[src/rtl/led_display_arbiter_pkg.sv]
// Shared source/state encodings and counter width helper
// for the LED display arbiter and its tick generator.
package led_display_arbiter_pkg;

  localparam logic [1:0] SRC_NONE = 2'd0;
  localparam logic [1:0] SRC_TEMP = 2'd1;
  localparam logic [1:0] SRC_KEY  = 2'd2;
  localparam logic [1:0] SRC_MSG  = 2'd3;

  typedef enum logic [2:0] {
    ST_BLANK,
    ST_GAP,
    ST_TEMP,
    ST_KEY,
    ST_MSG
  } state_e;

  // Width of a counter that spans 0..n-1 (at least 1 bit).
  function automatic int unsigned cnt_w(int unsigned n);
    int unsigned w;
    w = (n <= 1) ? 1 : $clog2(n);
    return w;
  endfunction

  function automatic logic [1:0] src_of(state_e s);
    logic [1:0] r;
    case (s)
      ST_TEMP: r = SRC_TEMP;
      ST_KEY:  r = SRC_KEY;
      ST_MSG:  r = SRC_MSG;
      default: r = SRC_NONE;
    endcase
    return r;
  endfunction

  function automatic state_e state_for(logic [1:0] src);
    state_e r;
    case (src)
      SRC_TEMP: r = ST_TEMP;
      SRC_KEY:  r = ST_KEY;
      SRC_MSG:  r = ST_MSG;
      default:  r = ST_BLANK;
    endcase
    return r;
  endfunction

endpackage

[src/rtl/led_display_arbiter_ms_tick_gen.sv]
// Free-running prescaler; tick_o pulses one cycle every DIV clocks.
// Ports: clk, rst_n (async, active-low), tick_o.
module ms_tick_gen
  import led_display_arbiter_pkg::*;
#(
  parameter int unsigned DIV = 100_000
) (
  input  logic clk,
  input  logic rst_n,
  output logic tick_o
);

  localparam int unsigned W = cnt_w(DIV);
  localparam logic [W-1:0] LAST = W'(DIV - 1);

  logic [W-1:0] cnt_q;
  logic [W-1:0] cnt_d;

  assign tick_o = (cnt_q == LAST);
  assign cnt_d  = tick_o ? '0 : cnt_q + W'(1);

  always_ff @(posedge clk or negedge rst_n) begin
    if (!rst_n) cnt_q <= '0;
    else        cnt_q <= cnt_d;
  end

endmodule

[src/rtl/led_display_arbiter.sv]
// Priority arbiter for the 8-digit display: msg > key > temp,
// blanking gap on source change, timed/blinking messages.
// Ports: temp_*, key_*, msg_* requesters in; disp_* driver out.
module led_display_arbiter
  import led_display_arbiter_pkg::*;
#(
  parameter int unsigned CLK_FREQUENCY = 100_000_000,
  parameter int unsigned MSG_MS        = 2000,
  parameter int unsigned GAP_MS        = 2,
  parameter int unsigned BLINK_MS      = 250
) (
  input  logic        clk,
  input  logic        rst_n,
  input  logic        temp_valid,
  input  logic [31:0] temp_data,
  input  logic        key_active,
  input  logic [31:0] key_data,
  input  logic        msg_req,
  input  logic [31:0] msg_data,
  input  logic        msg_blink,
  output logic        msg_ack,
  output logic        msg_busy,
  output logic        disp_en,
  output logic [31:0] disp_data,
  output logic [1:0]  disp_src
);

  localparam int unsigned MW = cnt_w(MSG_MS);
  localparam int unsigned GW = cnt_w(GAP_MS);
  localparam int unsigned BW = cnt_w(BLINK_MS);
  localparam logic [MW-1:0] M_LAST = MW'(MSG_MS - 1);
  localparam logic [GW-1:0] G_LAST = GW'(GAP_MS - 1);
  localparam logic [BW-1:0] B_LAST = BW'(BLINK_MS - 1);

  logic tick;

  ms_tick_gen #(
    .DIV (CLK_FREQUENCY / 1000)
  ) u_tick (
    .clk    (clk),
    .rst_n  (rst_n),
    .tick_o (tick)
  );

  logic [31:0]   temp_q;
  logic          have_q;
  logic [31:0]   msg_q;
  logic          mblink_q;
  logic          busy_q;
  logic          ack_q;
  logic [MW-1:0] mms_q;

  always_ff @(posedge clk or negedge rst_n) begin
    if (!rst_n) begin
      temp_q   <= '0;
      have_q   <= 1'b0;
      msg_q    <= '0;
      mblink_q <= 1'b0;
      busy_q   <= 1'b0;
      ack_q    <= 1'b0;
      mms_q    <= '0;
    end else begin
      if (temp_valid) begin
        temp_q <= temp_data;
        have_q <= 1'b1;
      end
      ack_q <= 1'b0;
      if (!busy_q) begin
        if (msg_req) begin
          msg_q    <= msg_data;
          mblink_q <= msg_blink;
          busy_q   <= 1'b1;
          ack_q    <= 1'b1;
          mms_q    <= '0;
        end
      end else if (tick) begin
        if (mms_q == M_LAST) busy_q <= 1'b0;
        else                 mms_q  <= mms_q + MW'(1);
      end
    end
  end

  logic [1:0] wanted;

  always_comb begin
    wanted = SRC_NONE;
    if (busy_q)          wanted = SRC_MSG;
    else if (key_active) wanted = SRC_KEY;
    else if (have_q)     wanted = SRC_TEMP;
  end

  state_e        state_q, state_d;
  logic [GW-1:0] gap_q, gap_d;
  logic [BW-1:0] blk_q, blk_d;
  logic          on_q, on_d;
  logic          en_d;
  logic [31:0]   data_d;
  logic [1:0]    src_d;
  logic          en_q;
  logic [31:0]   data_q;
  logic [1:0]    src_q;

  always_ff @(posedge clk or negedge rst_n) begin
    if (!rst_n) begin
      state_q <= ST_BLANK;
      gap_q   <= '0;
      blk_q   <= '0;
      on_q    <= 1'b0;
      en_q    <= 1'b0;
      data_q  <= '0;
      src_q   <= SRC_NONE;
    end else begin
      state_q <= state_d;
      gap_q   <= gap_d;
      blk_q   <= blk_d;
      on_q    <= on_d;
      en_q    <= en_d;
      data_q  <= data_d;
      src_q   <= src_d;
    end
  end

  // The gap retargets to whatever is wanted when it expires.
  always_comb begin
    state_d = state_q;
    gap_d   = gap_q;
    unique case (state_q)
      ST_GAP: begin
        if (tick) begin
          if (gap_q == G_LAST) begin
            gap_d   = '0;
            state_d = state_for(wanted);
          end else begin
            gap_d = gap_q + GW'(1);
          end
        end
      end
      default: begin
        if (wanted != src_of(state_q)) begin
          state_d = ST_GAP;
          gap_d   = '0;
        end
      end
    endcase
  end

  // Blink phase restarts "on" at each MSG entry.
  always_comb begin
    blk_d = blk_q;
    on_d  = on_q;
    if (state_d == ST_MSG && state_q != ST_MSG) begin
      blk_d = '0;
      on_d  = 1'b1;
    end else if (state_q == ST_MSG && tick) begin
      if (blk_q == B_LAST) begin
        blk_d = '0;
        on_d  = !on_q;
      end else begin
        blk_d = blk_q + BW'(1);
      end
    end
  end

  always_comb begin
    en_d   = 1'b0;
    data_d = '0;
    src_d  = SRC_NONE;
    unique case (state_d)
      ST_TEMP: begin
        en_d   = 1'b1;
        data_d = temp_valid ? temp_data : temp_q;
        src_d  = SRC_TEMP;
      end
      ST_KEY: begin
        en_d   = 1'b1;
        data_d = key_data;
        src_d  = SRC_KEY;
      end
      ST_MSG: begin
        en_d   = !mblink_q || on_d;
        data_d = msg_q;
        src_d  = SRC_MSG;
      end
      default: ;
    endcase
  end

  assign msg_ack   = ack_q;
  assign msg_busy  = busy_q;
  assign disp_en   = en_q;
  assign disp_data = data_q;
  assign disp_src  = src_q;

endmodule

[config.mk]
export PLATFORM = sky130hd
export DESIGN_NAME = led_display_arbiter
export DESIGN_NICKNAME = d
export VERILOG_FILES = /design/src/rtl/led_display_arbiter_pkg.sv /design/src/rtl/led_display_arbiter_ms_tick_gen.sv /design/src/rtl/led_display_arbiter.sv
export SDC_FILE = /design/constraint.sdc
export NUM_CORES = 1
export LEC_CHECK = 0
export CAP_MARGIN = 20
export CORE_MARGIN = 2
export CORE_UTILIZATION = 57
export CTS_BUF_LIST = sky130_fd_sc_hd__clkbuf_4 sky130_fd_sc_hd__clkbuf_8
export CTS_CLUSTER_SIZE = 10
export DETAILED_ROUTE_END_ITERATION = 7
export PLACE_DENSITY = 0.85
export REMOVE_ABC_BUFFERS = 1
export SLEW_MARGIN = 0
export SYNTH_ARGS = -nofsm -noshare
export SYNTH_HDL_FRONTEND = slang
export SYNTH_SLANG_ARGS = --single-unit
export TNS_END_PERCENT = 1
[constraint.sdc]
create_clock -name clk -period 7.1 [get_ports clk]
set_clock_uncertainty 0.2 [all_clocks]
set_input_delay 0.71 -clock clk [delete_from_list [all_inputs] [get_ports clk]]
set_output_delay 0.71 -clock clk [all_outputs]
set_load 0.1 [all_outputs]
==> results_dict.tcl <==
set metrics [dict create \
    die_y_um 112 \
    nets 810 \
    rr_endpoint "blk_q[3]$_DFFE_PN0P_" \
    path_cells "or4b_1 -> nor4_1 -> a41o_4 -> a31oi_4 -> a22o_1" \
    ys_seq_area_share_pct 53.8 \
    place_congestion 0.848 \
    startpoint "u_tick.cnt_q[12]$_DFF_PN0_" \
    vias_per_cell 5.81 \
    grt_pass1_vias 5166 \
    clock_path_buffers 2 \
    slowest_delay_ns 0.97 \
    die-area_sq_um 12600 \
    final_cell_mix "144 x dfrtp_1, 137 x clkdlybuf4s50_1, 66 x mux2_2" \
    hp-class "in2async" \
    fin_ws_ns 3.66 \
    coreArea_sq_um 11400 \
    pwr_density_cell_nw_per_um2 196 \
    async_reset_ff_share_pct 100 \
    worst_pin_slew_ns 1.08 \
    grt_pass1_wl_um 25100 \
    cts_setup_buffers 0 \
    design_area_sq_um 8590 \
    synth_top_flop_cell "dfrtp_1" \
    avgSynthCellArea_sq_um 11.6 \
    rsz0062_at_grt "no" \
    start_kind "register" \
    antenna_found_initial 0 \
    dieWidth_um 112 \
    cap_violations 0 \
    slowest_stage "a41o_4" \
    synthTopCellsByArea "dfrtp_1 54%, mux2_2 11%, nand3b_1 3.7%" \
    hold_viol 0 \
    r2r_setup_slack_ns 3.66 \
    cts_resized 0 \
    globalRouteTotalUtil_pct 25.2 \
    ys_ff_latch 144 \
    detail_route.iter0.violations 377 \
    worstReg2RegStart "u_tick.cnt_q[12]$_DFF_PN0_" \
    end_kind "register" \
    crit_required_ns 7.21 \
    syn_area_sq_um 6690 \
    clock_sinks 144 \
    critPathCapture "blk_q[3]$_DFFE_PN0P_" \
    cts_buffers 17 \
    setup-violations-final 0 \
    firstDrtPassIters 4 \
    syn_to_final_growth_pct 28.3 \
    postRouteAntennaNets 0 \
    grt_max_degree 102 \
    timing_worst_setup_path_type "reg2reg" \
    place_hpwl_um 9760 \
    min_period_ns 3.44 \
    syn_inst 576 \
    relSlewSlack_pct 28.2 \
    overflow 0 \
    vias 4983 \
    drc 0 \
    diodes 0 \
    cp.arrival_ns 3.55 \
    drv_slew 0 \
    tns_ns 0 \
    crit_buf_inv 0 \
    boundaryPins 139 \
    place_area_sq_um 8130 \
    vdd_drop_max_uv 131 \
    root_buffer "clkbuf_8" \
    status "completed" \
    clkLatencyLatePin_ns 0.43 \
    wl_per_cell_um 17.9 \
    cts_tree "yes" \
    rows 39 \
    crit_fanout 101 \
    synth_cell_types 53 \
    yosys.area.top_type "dfrtp_1" \
    critical_path.top_delay_family "compound AO/OA/AOI/OAI gates" \
    p_leak_nw 3.65 \
    layout_commonest_cell "dfrtp_1" \
    port_buffers 138 \
    rr_worst_depth 5 \
    synth.top_cell.area_share_pct 53.8 \
    max_freq_ghz 0.291 \
    htreeDepth 4 \
    post-place-ws_ns 3.06 \
    synth-edff-count 0 \
    drive_gt1_share_pct 17.8 \
    crit_cells 5 \
    start_util_pct 58.6 \
    ys_warn_count 0 \
    drt_wl_total_um 15300 \
    clk_pin_slew_ns 0.07 \
    cts-hold-fix-buffers 0 \
    fin_crit_sh_pct 48.4 \
]
==> stage by stage <==
step | hold slack, ns | utilization (%) | instances | power [mW]
finish | 0.0661 | 75.2 | 857 | 1.68
global route | 0.109 | 75.2 | 857 | 1.74
CTS | 0.0743 | 75.0 | 856 | 1.70
detailed placement | 0.285 | 71.2 | 825 | 1.02
global placement | 0.269 | 71.2 | 825 | 1.01
floorplan | 0.214 | - | 539 | 0.926
==> per-layer routing <==
layer  wire, um  track usage [%]  up-vias  part of all wire [%]
li1           -                -     2289                     -
met1       6320             31.2     2513                    41
met2       7480             40.5      148                    49
met3       1160             9.45       33                   7.5
met4        349             10.2        0                   2.3
met5          0                0        -                     0
==> Yosys cell counts (2+ instances only) <==
cell type  count
or3_1          3
buf_6          3
nor2_1        25
nor4_1         3
mux2_2        66
or2_2          3
o311ai_0       2
nand3b_1      33
xor2_1        12
nand2b_1       2
nand3_1       46
and3_1         4
o21ai_0        8
and2_1         2
a21o_1         2
nand2_1       27
a21oi_1        7
nand4_1       10
buf_1          5
dfrtp_1      144
buf_2          7
inv_1         44
o311ai_1      22
xnor2_1       19
o311ai_2      10
nor2b_1        2
ha_1           6
nor3_1         8
clkbuf_1      20
nor3b_1        2
a22o_1         7
==> registers in the layout, indices dropped and copies added, names as in the netlist, 2 cells and up <==
register and cells:
blk_q 8, msg_q 32, mms_q 11, temp_q 32
disp_data 32, u_tick.cnt_q 17, disp_src 2, state_q 3
==> kinds of logic (layout without fill, tap and decap cells) <==
group	after synthesis	after routing	share of synthesized area, %
buffers and inverters	81	219	5.20
AND/OR/NAND/NOR	181	181	15.2
adder cells (fa/ha/maj)	6	6	1.12
multiplexers	67	67	11.3
flip-flops	144	144	53.8
AO/OA/AOI/OAI	66	66	9.29
XOR/XNOR	31	31	4.06
==> power by group <==
group,internal (mW),switching [mW],total [mW]
registers,0.857,0.0152,0.872
logic,0.0805,0.0470,0.127
clock network,0.399,0.286,0.684
==> worst min-delay path by stage <==
stage                               from                   endpoint  slack (ns)
2_1_floorplan                      rst_n       blk_q[0]$_DFFE_PN0P_        0.21
3_3_place_gp   u_tick.cnt_q[0]$_DFF_PN0_  u_tick.cnt_q[0]$_DFF_PN0_        0.27
3_5_place_dp        temp_q[11]$_DFF_PN0_       temp_q[11]$_DFF_PN0_        0.28
4_1_cts                            rst_n       mms_q[3]$_DFFE_PN0P_        0.07
5_1_grt                            rst_n       mms_q[2]$_DFFE_PN0P_        0.11
6_report                           rst_n       mms_q[2]$_DFFE_PN0P_        0.07
==> cell type report <==
class | count | area (sq um)
Sequential cell | 144 | 3600
Clock inverter | 3 | 67.6
Multi-Input combinational cell | 351 | 2760
Inverter | 44 | 165
Tap cell | 143 | 179
Fill cell | 772 | 2830
Timing Repair Buffer | 144 | 1450
Clock buffer | 28 | 367
Power figures use the tool's default switching activity.
